--- src/rtl/design07_pkg.sv ---
// design07_pkg: shared width, FSM state encoding and operand/signature helpers
// for the mkDesign_07 stimulus sequencer.
package design07_pkg;
  localparam int W = 11;
  typedef enum logic [2:0] {IDLE, S_START, S_RESULT, S_CHECK, DONE} state_e;
  function automatic logic [W-1:0] rotl1(input logic [W-1:0] x);
    return {x[W-2:0], x[W-1]};
  endfunction
  function automatic logic [W-1:0] op_sta(input logic [15:0] i, input logic [W-1:0] seed);
    return seed + i[W-1:0];
  endfunction
  function automatic logic [W-1:0] op_stb(input logic [15:0] i, input logic [W-1:0] mask);
    return i[W-1:0] ^ mask;
  endfunction
  function automatic logic [W-1:0] op_stc(input logic [W-1:0] sta);
    return ~sta;
  endfunction
  function automatic logic [W-1:0] op_std(input logic [W-1:0] sta, input logic [W-1:0] stb);
    return sta + stb;
  endfunction
endpackage

--- src/rtl/design07_sig_acc.sv ---
// design07_sig_acc: W-bit rotating XOR signature register.
// Ports: CLK/RST_N clock and async active-low reset; clr zeroes the signature;
// en_a/a and en_b/b fold a value in as rotl1(sig)^value (a has priority); sig is the current value.
module design07_sig_acc
  import design07_pkg::*;
(
  input  logic         CLK,
  input  logic         RST_N,
  input  logic         clr,
  input  logic         en_a,
  input  logic [W-1:0] a,
  input  logic         en_b,
  input  logic [W-1:0] b,
  output logic [W-1:0] sig
);
  logic [W-1:0] sig_q, sig_d;
  always_comb sig_d = clr ? '0 : en_a ? rotl1(sig_q) ^ a : en_b ? rotl1(sig_q) ^ b : sig_q;
  always_ff @(posedge CLK or negedge RST_N)
    if (!RST_N) sig_q <= '0;
    else sig_q <= sig_d;
  assign sig = sig_q;
endmodule

--- src/rtl/design07_stim_seq.sv ---
// design07_stim_seq: stimulus sequencer driving mkDesign_07 start/result/check methods.
// Ports: CLK, RST_N (async active-low); go starts a run from IDLE/DONE;
// start_sta_1/start_stb_1/EN_start/RDY_start, result_stc_1/result/RDY_result,
// check_std_1/EN_check/check/RDY_check are the method handshakes;
// busy/done/txn_cnt/sig/timeout report progress and the running signature.
// Optional: define STIM_TIMEOUT_EN to enable the stall watchdog.
module design07_stim_seq
  import design07_pkg::*;
#(
  parameter int           NUM_TXN = 16,
  parameter logic [W-1:0] SEED_A  = 11'h001,
  parameter logic [W-1:0] MASK_B  = 11'h555,
  parameter int           TIMEOUT = 64
) (
  input  logic         CLK,
  input  logic         RST_N,
  input  logic         go,
  output logic [W-1:0] start_sta_1,
  output logic [W-1:0] start_stb_1,
  output logic         EN_start,
  input  logic         RDY_start,
  output logic [W-1:0] result_stc_1,
  input  logic [W-1:0] result,
  input  logic         RDY_result,
  output logic [W-1:0] check_std_1,
  output logic         EN_check,
  input  logic [W-1:0] check,
  input  logic         RDY_check,
  output logic         busy,
  output logic         done,
  output logic [15:0]  txn_cnt,
  output logic [W-1:0] sig,
  output logic         timeout
);
  state_e state_q, state_d;
  logic [15:0] cnt_q, cnt_d, idx;
  logic [W-1:0] sta_q, sta_d, stb_q, stb_d, stc_q, stc_d, std_q, std_d, nxt_sta, nxt_stb;
  logic start, res_ok, last, load, tmo_hit;
  assign start = (state_q == IDLE || state_q == DONE) && go;
  assign EN_start = (state_q == S_START) && RDY_start;
  assign EN_check = (state_q == S_CHECK) && RDY_check;
  assign res_ok = (state_q == S_RESULT) && RDY_result;
  assign last = (cnt_q + 16'd1) == 16'(NUM_TXN);
  // Operands for the next transaction are loaded as the FSM enters S_START.
  assign load = start || (EN_check && !last);
  always_comb begin
    idx = start ? 16'd0 : cnt_q + 16'd1;
    nxt_sta = op_sta(idx, SEED_A);
    nxt_stb = op_stb(idx, MASK_B);
    sta_d = load ? nxt_sta : sta_q;
    stb_d = load ? nxt_stb : stb_q;
    stc_d = load ? op_stc(nxt_sta) : stc_q;
    std_d = load ? op_std(nxt_sta, nxt_stb) : std_q;
    cnt_d = start ? 16'd0 : EN_check ? cnt_q + 16'd1 : cnt_q;
  end
  always_comb begin
    state_d = state_q;
    if (start) state_d = S_START;
    else if (tmo_hit) state_d = DONE;
    else if (EN_start) state_d = S_RESULT;
    else if (res_ok) state_d = S_CHECK;
    else if (EN_check) state_d = last ? DONE : S_START;
  end
  always_ff @(posedge CLK or negedge RST_N)
    if (!RST_N) state_q <= IDLE;
    else state_q <= state_d;
  always_ff @(posedge CLK or negedge RST_N)
    if (!RST_N) begin
      cnt_q <= '0;
      sta_q <= '0;
      stb_q <= '0;
      stc_q <= '0;
      std_q <= '0;
    end else begin
      cnt_q <= cnt_d;
      sta_q <= sta_d;
      stb_q <= stb_d;
      stc_q <= stc_d;
      std_q <= std_d;
    end
`ifdef STIM_TIMEOUT_EN
  logic [15:0] wait_q, wait_d;
  logic tmo_q, tmo_d, stall;
  assign stall = (state_q == S_START && !RDY_start) || (state_q == S_RESULT && !RDY_result) ||
                 (state_q == S_CHECK && !RDY_check);
  // Trip on the edge where the TIMEOUT-th stalled cycle completes.
  assign tmo_hit = stall && wait_q == 16'(TIMEOUT - 1);
  always_comb begin
    wait_d = stall ? wait_q + 16'd1 : 16'd0;
    tmo_d = start ? 1'b0 : tmo_hit ? 1'b1 : tmo_q;
  end
  always_ff @(posedge CLK or negedge RST_N)
    if (!RST_N) begin
      wait_q <= '0;
      tmo_q <= 1'b0;
    end else begin
      wait_q <= wait_d;
      tmo_q <= tmo_d;
    end
  assign timeout = tmo_q;
`else
  logic unused_tmo;
  assign unused_tmo = (TIMEOUT == 0);
  assign tmo_hit = 1'b0;
  assign timeout = 1'b0;
`endif
  design07_sig_acc u_sig (
    .CLK  (CLK),
    .RST_N(RST_N),
    .clr  (start),
    .en_a (res_ok),
    .a    (result),
    .en_b (EN_check),
    .b    (check),
    .sig  (sig)
  );
  assign start_sta_1 = sta_q;
  assign start_stb_1 = stb_q;
  assign result_stc_1 = stc_q;
  assign check_std_1 = std_q;
  assign busy = state_q == S_START || state_q == S_RESULT || state_q == S_CHECK;
  assign done = state_q == DONE;
  assign txn_cnt = cnt_q;
endmodule

--- config.mk ---
export PLATFORM = sky130hd
export DESIGN_NAME = design07_stim_seq
export DESIGN_NICKNAME = d
export VERILOG_FILES = /design/src/rtl/design07_pkg.sv /design/src/rtl/design07_sig_acc.sv /design/src/rtl/design07_stim_seq.sv
export SDC_FILE = /design/constraint.sdc
export NUM_CORES = 1
export LEC_CHECK = 0
export ABC_AREA = 1
export BUFFER_PORTS_ARGS = -buffer_cell sky130_fd_sc_hd__buf_2
export CORE_MARGIN = 2
export CORE_UTILIZATION = 55
export CTS_CLUSTER_DIAMETER = 30
export DETAILED_ROUTE_END_ITERATION = 10
export GPL_ROUTABILITY_DRIVEN = 0
export GPL_TIMING_DRIVEN = 0
export PLACE_DENSITY = 0.93
export SYNTH_ARGS = -nofsm -noshare
export SYNTH_HDL_FRONTEND = slang
export SYNTH_HIERARCHICAL = 1
export SYNTH_SLANG_ARGS = --single-unit
--- constraint.sdc ---
create_clock -name CLK -period 2.97 [get_ports CLK]
set_input_delay 0.297 -clock CLK [delete_from_list [all_inputs] [get_ports CLK]]
set_output_delay 0.297 -clock CLK [all_outputs]
set_load 0.01 [all_outputs]
**After elaboration in Yosys (flattened, before gate mapping)**

Index checks and enable logic that the tools add are counted.

- Add/subtract/negate cells: 3
- Eq/ne operators: 5
- Mux-type cells: 11
- Bitwise gates (word level): 4
- Reduce and logical (&&, ||, !) cells: 14

Operator list:

| operator | count |
|---|---|
| 2-to-1 mux 11 bit | 4 |
| 2-to-1 mux 16 bit | 2 |
| bitwise XOR 11 bit | 2 |
| adder 16 x 1 -> 16 bit, second input constant | 1 |
| equality test 16 x 5 -> 1 bit, second input constant | 1 |
| 2-to-1 mux 3 bit | 5 |
| adder 1 x 11 -> 11 bit, first input constant | 1 |
| adder 11 bit | 1 |
| inverter 11 bit | 1 |
| equality test 3 x 2 -> 1 bit, second input constant | 2 |
| inverter 6 bit | 1 |
| logical AND 1 bit | 5 |
| logical OR 1 bit | 4 |
| nonzero test 4 bit | 1 |
| equality test 3 x 1 -> 1 bit, second input constant | 1 |
| equality test 3 bit, second input constant | 1 |
| zero test 3 bit | 1 |
| nonzero test 3 bit | 1 |
| nonzero test 2 bit | 1 |
| zero test 1 bit | 1 |

- Bits in registers: 74
- Output and inout port bits: 76
- Word-level logic and storage cells: 44

**Longest topological paths before layout**

Gate-level depths: netlist of the first run.

- Depth in word-level cells: 7
- Depth in mapped cells: 20
- Gate-level depth less buffers: 20

**Hierarchy**

The synthesis of the first run kept the hierarchy.

Modules (own cells, without submodules):

| module | times used | cells an instance | area each (sq um) | sequential area each (sq um) |
|---|---|---|---|---|
| design07_stim_seq | 1 | 465 | 3,599.7 | 1,526.5 |
| design07_sig_acc | 1 | 154 | 910.9 | 275.3 |

**Worst setup path before layout of the first run**

No wires, ideal clock.

- Kind: register to register
- Start: register cnt_q[1] (netlist: txn_cnt[1])
- End: register std_q[10] (netlist: check_std_1[10])
- Library setup time: 0.117 ns
- Arrival time: 2.468 ns
- Slack: 0.384 ns
- Stages on the path, launching flop included: 19
- Path buffers: 0
- Period minus slack after synthesis: 2.586 ns
- Path through: dfrtp_1 ha_1 nand2_4 o21bai_1 nand3_2 nor2_4 inv_1 ha_1 inv_1 nand4_1 nand2_1 nor2_1 nand2_1 nand2_1 nand3_1 nand2_1 nand2_1 nand3_1 nand2_1

RTL lines:

| what | RTL line | RTL |
|---|---|---|
| start: declaration | design07_stim_seq.sv:36 | `logic [15:0] cnt_q, cnt_d, idx;` |
| start signal: assignment | design07_stim_seq.sv:75 | `cnt_q <= cnt_d;` |
| adder 16 x 1 -> 16 bit | design07_stim_seq.sv:43 | `assign last = (cnt_q + 16'd1) == 16'(NUM_TXN);` |
| 2-to-1 mux 11 bit | design07_stim_seq.sv:47 | `idx = start ? 16'd0 : cnt_q + 16'd1;` |
| inverter 6 bit (no source line) | n/a |  |
| net nxt_stb[4] | design07_stim_seq.sv:37 | `logic [W-1:0] sta_q, sta_d, stb_q, stb_d, stc_q, stc_d, std_q, std_d, nxt_sta, nxt_stb;` |
| adder 11 bit | design07_pkg.sv:19 | `return sta + stb;` |
| end signal: assignment | design07_stim_seq.sv:79 | `std_q <= std_d;` |
| end: declaration | design07_stim_seq.sv:37 |  |

The timed path passes the listed nets, and every way through them passes these cells.
A chain may end at the register's enable or synchronous reset.

**Worst setup path after layout of the first run**

- Start: register cnt_q[1] (netlist: txn_cnt[1])
- End: register std_q[9] (netlist: check_std_1[9])

Same word-level chain as after synthesis.

==> flow_metrics.tcl, run 1 <==
set metrics [dict create \
    power_mw 5.85 \
    syn-cell-area_um2 4510 \
    grt_max_degree 73 \
    met1Wirelength_um 4930 \
    die_w_um 94.6 \
    period_minus_slack_ns 2.95 \
    dr_wl_met3_um 990 \
    insertion_delay_ns 0.36 \
    drc 0 \
    hold_violations 0 \
    path_max_fanout 7 \
    top_layer "met4" \
    placed_area_um2 5150 \
    final.period_utilization_pct 99.3 \
    p_clk_share_pct 15.9 \
    switching_share_pct 46.1 \
    vdd_drop_max_v 0.000720 \
    worstSetupPathType "reg2reg" \
    antenna_cells 0 \
    yosysSeqAreaShare_pct 39.9 \
    cts-root-buf "clkbuf_8" \
    hpwl_um 8900 \
    layout-drive-gt1-share_pct 27.2 \
    grt_overflow 0 \
    track_usage_pct 27.8 \
    wl_um 12400 \
    worstMarginPinSlew_ns 0.902 \
    cts_tree "built" \
    design_area_um2 5530 \
    setup_viol 0 \
    p_int_mw 3.15 \
    wl_met2_um 6060 \
    grt_pass1_wl_um 19400 \
    synth.distinct_cells 33 \
    async_reset_ff_share_pct 100 \
    fp-row-count 33 \
    fin_skew_ns 0.00921 \
    power-per-cell-area_nw_per_um2 1060 \
    port_buffers 101 \
    p_seq_share_pct 30.3 \
    antenna_found_initial 0 \
    routedWlPerCell_um 14.6 \
    max_freq_ghz 0.339 \
    required_ns 3.23 \
    ys_ff_latch 72 \
    area_growth_pct 22.6 \
    synth_edf_count 0 \
    ctsHtreeMaxLevel 3 \
    netlist_top_cells_area "dfrtp_1, nand2_1, inv_1" \
    synth_top_area_share_pct 39.9 \
    combPwrFrac_pct 53.8 \
    worstSetupStartpointType "flip-flop" \
    dr.pass1.iters 6 \
    final_common_cell "nand2_1" \
    final_cell_mix "nand2_1, buf_2, inv_1" \
    outcome "finished, final reports clean" \
    leakagePower_nw 3.10 \
    cap_violations 0 \
    maxSlewHeadroom_pct 39.8 \
    ys.flop_type "dfrtp_1" \
    fillCellCount 619 \
    die_h_um 94.6 \
    utilization_pct 68.4 \
    syn_inst 619 \
    coreArea_um2 8090 \
    via_per_inst 5.47 \
    fp.dieArea_um2 8940 \
    boundaryPins 104 \
    cts.clk_slew.worst_paths_ns 0.08 \
    end_kind "flip-flop" \
    grt_pass1_vias 4320 \
    dr.first_iter.drc_count 430 \
    vias 4641 \
    drv_slew 0 \
    whs_ns 0.0592 \
    critPathArrivalTime_ns 3.21 \
    p_switching_mw 2.70 \
    ys.warnings.count 6 \
    yosys.area.top_type "dfrtp_1" \
    clock-sinks 72 \
    hold_class "in2async" \
    layout.nets 777 \
    syn_avg_cell_area_um2 7.29 \
    max-clock-path-buffers 2 \
    drtAntennaViolNets 0 \
    cts_made_buffers 9 \
    start_util_pct 55.7 \
]
[path summary, 6_finish.rpt]
check,endpoint,slack (ns),from,cells past startpoint
min,result_stc_1[9],0.06,RST_N,1
min in group CLK,u_sig/sig[10],0.29,check[10],5
max in group asynchronous,txn_cnt[1],2.26,RST_N,1
max reg2reg,check_std_1[9],0.02,txn_cnt[1],18
max,check_std_1[9],0.02,txn_cnt[1],18
min reg2reg,result_stc_1[6],0.47,result_stc_1[6],2
[final cells by class]
cell class                      count  area [um2]  share of cell area [%]
Clock buffer                       12         165                    2.99
Sequential cell                    72        1810                    32.6
Tap cell                          105         131                    2.38
Multi-Input combinational cell    437        2270                    41.1
Clock inverter                      4        75.1                    1.36
Timing Repair Buffer              107         553                    10.0
Buffer                             20         178                    3.21
Inverter                           91         349                    6.31
[worst max-delay path, stage by stage, from the launching register on]
cell and delay [ns]:
dfrtp_2 0.44, ha_2 0.24, nand2_4 0.09, nor2_4 0.15
nand2_2 0.07, nand2_1 0.12, nand3_1 0.21, nor2_1 0.18
nand3_1 0.11, inv_1 0.07, ha_1 0.28, nand4_1 0.16
nand2_1 0.12, nor2_2 0.13, nand3_1 0.14, nand3_1 0.15
nand2_1 0.07, nand3_1 0.06, nand2_1 0.05
[cells by family (layout without fill, tap and decap cells)]
family	Yosys count	in the layout	synth area share, %
flip-flops	72	72	39.9
other	1	2	0.0831
AO/OA/AOI/OAI	51	51	7.52
buffers and inverters	111	234	11.6
AND/OR/NAND/NOR	362	362	35.5
XOR/XNOR	11	11	2.30
adder cells (fa/ha/maj)	11	11	3.05
[repair_timing]
action,CTS,global route
gates resized for setup,2,23
hold buffers,0,0
setup buffers,4,2
cloned,0,0
endpoints found under the setup margin,5,6
pin swaps,2,4
[power groups by stage]
stage	Sequential (mW)	Clock [mW]	Combinational, mW
after floorplan	1.92	0	1.80
after global placement	1.74	0	2.84
after detailed placement	1.77	0	2.95
after CTS	1.76	0.933	3.01
after global routing	1.82	0.973	3.47
final	1.77	0.931	3.14
[synthesized netlist by cell type (2+ instances only)]
master and instances:
buf_4 6, dfrtp_1 72, o22ai_1 5, nor2_4 5, xor2_1 10, o21a_1 11
nand2_2 11, nand2_4 2, nand2_1 219, nor2_2 5, clkbuf_1 3, o21bai_1 2
nand4_1 14, nor2_1 35, ha_1 11, inv_2 2, buf_6 9, o21ai_0 19
nand3_2 2, o21ai_2 12, nor3_1 4, inv_1 88, nand3_1 62
[routing by layer]
layer / GRT usage [%] / vias up
li1: - / 2164
met1: 33.2 / 2184
met3: 6.07 / 50
met2: 48.3 / 243
met4: 12.4 / 0
met5: 0 / -
[sequential cells by signal, indices dropped and copies added (netlist names)]
name,cells
check_std_1,10
start_sta_1,11
state_q,3
start_stb_1,10
u_sig/sig,11
result_stc_1,11
txn_cnt,16
[metrics by stage]
stage          instances  TNS, ns  setup WS (ns)
3_3_place_gp         826        0         0.0191
6_report             848        0         0.0196
4_1_cts              846        0         0.0175
5_1_grt              848   -0.102        -0.0720
3_5_place_dp         826   -0.174        -0.0724
2_1_floorplan        620        0          0.384
Note: power is estimated with default switching activity, not from simulation.
==> run 2: changes to the inputs <==
Settings changed: ABC_AREA 1 to not set, CTS_CLUSTER_SIZE set to 10.
==> flow_metrics.tcl, run 2 <==
set metrics [dict create \
    cts.clk_slew.worst_paths_ns 0.08 \
    largest_register_ffs 16 \
    path_max_fanout 4 \
    p_switching_mw 2.16 \
    worstMarginPinSlew_ns 0.950 \
    syn_inst 484 \
    dr.pass1.iters 5 \
    vdd_drop_max_v 0.000588 \
    synth-xor-area-share_pct 9.80 \
    power-per-cell-area_nw_per_um2 870 \
    synth-compound-area-share_pct 20.6 \
    die_w_um 94.8 \
    synth_fa_ha_area_share_pct 3.04 \
    cts-root-buf "clkbuf_8" \
    antenna_cells 0 \
    coreArea_um2 8090 \
    grt_pass1_vias 4146 \
    p_clk_share_pct 15.7 \
    dp_cells 691 \
    critPathArrivalTime_ns 3.91 \
    setup_ws_ns -0.686 \
    layout.cells.non_filler 727 \
    max_freq_ghz 0.274 \
    insertion_delay_ns 0.36 \
    fin_skew_ns 0.0164 \
    drc 0 \
    die_h_um 94.8 \
    vias 4417 \
    cts_tree "built" \
    setup_viol 6 \
    combPwrFrac_pct 53.8 \
    synth.distinct_cells 73 \
    cap_violations 0 \
    period_minus_slack_ns 3.66 \
    layout-drive-gt1-share_pct 35.4 \
    leakagePower_nw 2.61 \
    yosysSeqAreaShare_pct 39.7 \
    drtAntennaViolNets 0 \
    ys.warnings.count 6 \
    syn-cell-area_um2 4530 \
    synthSimpleGateAreaFrac_pct 19.3 \
    final_cell_mix "buf_2, dfrtp_1, nand2_1" \
    dr.first_iter.drc_count 448 \
    synth.most_common_cell "dfrtp_1" \
    layout.nets 656 \
    switching_share_pct 43.2 \
    track_usage_pct 28.5 \
    antenna_found_initial 0 \
    worstSetupStartpointType "flip-flop" \
    grt_pass1_wl_um 20000 \
    syn_avg_cell_area_um2 9.37 \
    area_growth_pct 26.7 \
    via_per_inst 6.08 \
    final_common_cell "buf_2" \
    maxSlewHeadroom_pct 35.8 \
    netlist_top_cells_area "dfrtp_1, xnor2_1, nand2_1" \
    ys.flop_type "dfrtp_1" \
    wl_um 13100 \
    clock-sinks 72 \
    ctsHtreeMaxLevel 3 \
    grt_overflow 0 \
    p_int_mw 2.83 \
    start_util_pct 56.0 \
    hold_class "in2async" \
    hpwl_um 8640 \
    boundaryPins 104 \
    grt_max_degree 73 \
    p_seq_share_pct 30.6 \
    max-clock-path-buffers 2 \
    synth_top_area_share_pct 39.7 \
    routedWlPerCell_um 18.1 \
    port_buffers 101 \
    worstSetupPathType "reg2reg" \
    required_ns 3.23 \
    synthMuxAreaShare_pct 2.12 \
    ys_ff_latch 72 \
    cts_made_buffers 9 \
    rsz0062_at_grt "true" \
    drv_slew 0 \
    hold_violations 0 \
    fp-row-count 33 \
    yosys.area.top_type "dfrtp_1" \
    async_reset_ff_share_pct 100 \
    fin_tns_setup_ns -2.71 \
    end_kind "flip-flop" \
    outcome "finished with violations" \
    ys_top_cells_by_count "dfrtp_1, nand2_1, nor2_1" \
    violations "setup timing" \
    synth_top_family_by_area "compound AO/OA/AOI/OAI gates" \
    fp.dieArea_um2 8990 \
    synth_edf_count 0 \
    final.period_utilization_pct 123 \
]
[run 2: cells by family after synthesis]
kind of cell	count (synthesis)
AND/OR/NAND/NOR	174
AO/OA/AOI/OAI	120
flip-flops	72
XOR/XNOR	49
buffers and inverters	48
adder cells (fa/ha/maj)	11
multiplexers	9
other	1
[run 2: per-stage QoR]
stage | instance area (um2) | power (mW) | hold slack [ns] | setup WS [ns] | utilization, %
6_report | 5740 | 4.99 | 0.0700 | -0.686 | 71.0
5_1_grt | 5740 | 5.31 | 0.149 | -0.831 | 71.0
4_1_cts | 5600 | 4.93 | 0.105 | -0.538 | 69.2
3_5_place_dp | 5260 | 4.04 | 0.452 | -0.872 | 64.9
3_3_place_gp | 5250 | 3.94 | 0.451 | -0.754 | 64.9
2_1_floorplan | 4620 | 3.29 | 0.00141 | -0.497 | -
[run 2: per-layer routing]
layer	vias up	GRT usage, %	part of all wire, %
li1	1976	-	-
met2	283	47.7	48
met4	0	10.6	5.1
met5	-	0	0
met1	2076	35.7	37
met3	82	6.78	9.8
[run 2: what timing repair did]
item	CTS	global route
cloned	0	0
resized for setup	13	19
buffers inserted	14	7
pin swaps	12	18
hold buffers	0	0
setup endpoints to repair	16	36
[run 2: power by group through the flow]
stage / Combinational (mW) / Clock, mW / Sequential, mW
floorplan: 1.63 / 0 / 1.66
global placement: 2.41 / 0 / 1.53
detailed placement: 2.49 / 0 / 1.55
CTS: 2.61 / 0.788 / 1.53
global route: 2.91 / 0.830 / 1.57
finish: 2.68 / 0.782 / 1.53
[run 2: worst paths after layout]
kind	start	to	slack, ns	depth (start not counted)
max	state_q[1]	check_std_1[9]	-0.69	18
min	RST_N	start_stb_1[5]	0.07	1
max reg2reg	state_q[1]	check_std_1[9]	-0.69	18
min reg2reg	result_stc_1[4]	result_stc_1[4]	0.47	2
max in group asynchronous	RST_N	txn_cnt[0]	2.27	1
min in group CLK	check[1]	u_sig/sig[1]	0.23	3
[run 2: cell type report]
class	instances	area (um2)
clock inverters	6	67.6
well taps	105	131
multi-input cells	365	2660
clock buffers	10	128
fillers	581	2350
inverters	11	48.8
repair buffers	122	669
flip-flops and latches	72	1800
plain buffers	36	233
[run 2: worst max-delay path: stages, from the launching register on]
cell       delay (ns)
dfrtp_1          0.38
or3b_1           0.39
buf_6            0.15
inv_8            0.05
buf_8            0.09
clkbuf_16        0.13
nor2_4           0.04
ha_4             0.18
nand4b_1         0.13
nand2_1          0.08
nand2_1          0.19
inv_1            0.08
ha_1             0.32
or2_2            0.33
a211oi_2         0.23
o31ai_2          0.14
o31ai_2          0.34
a2111oi_2        0.07
a311oi_1         0.24
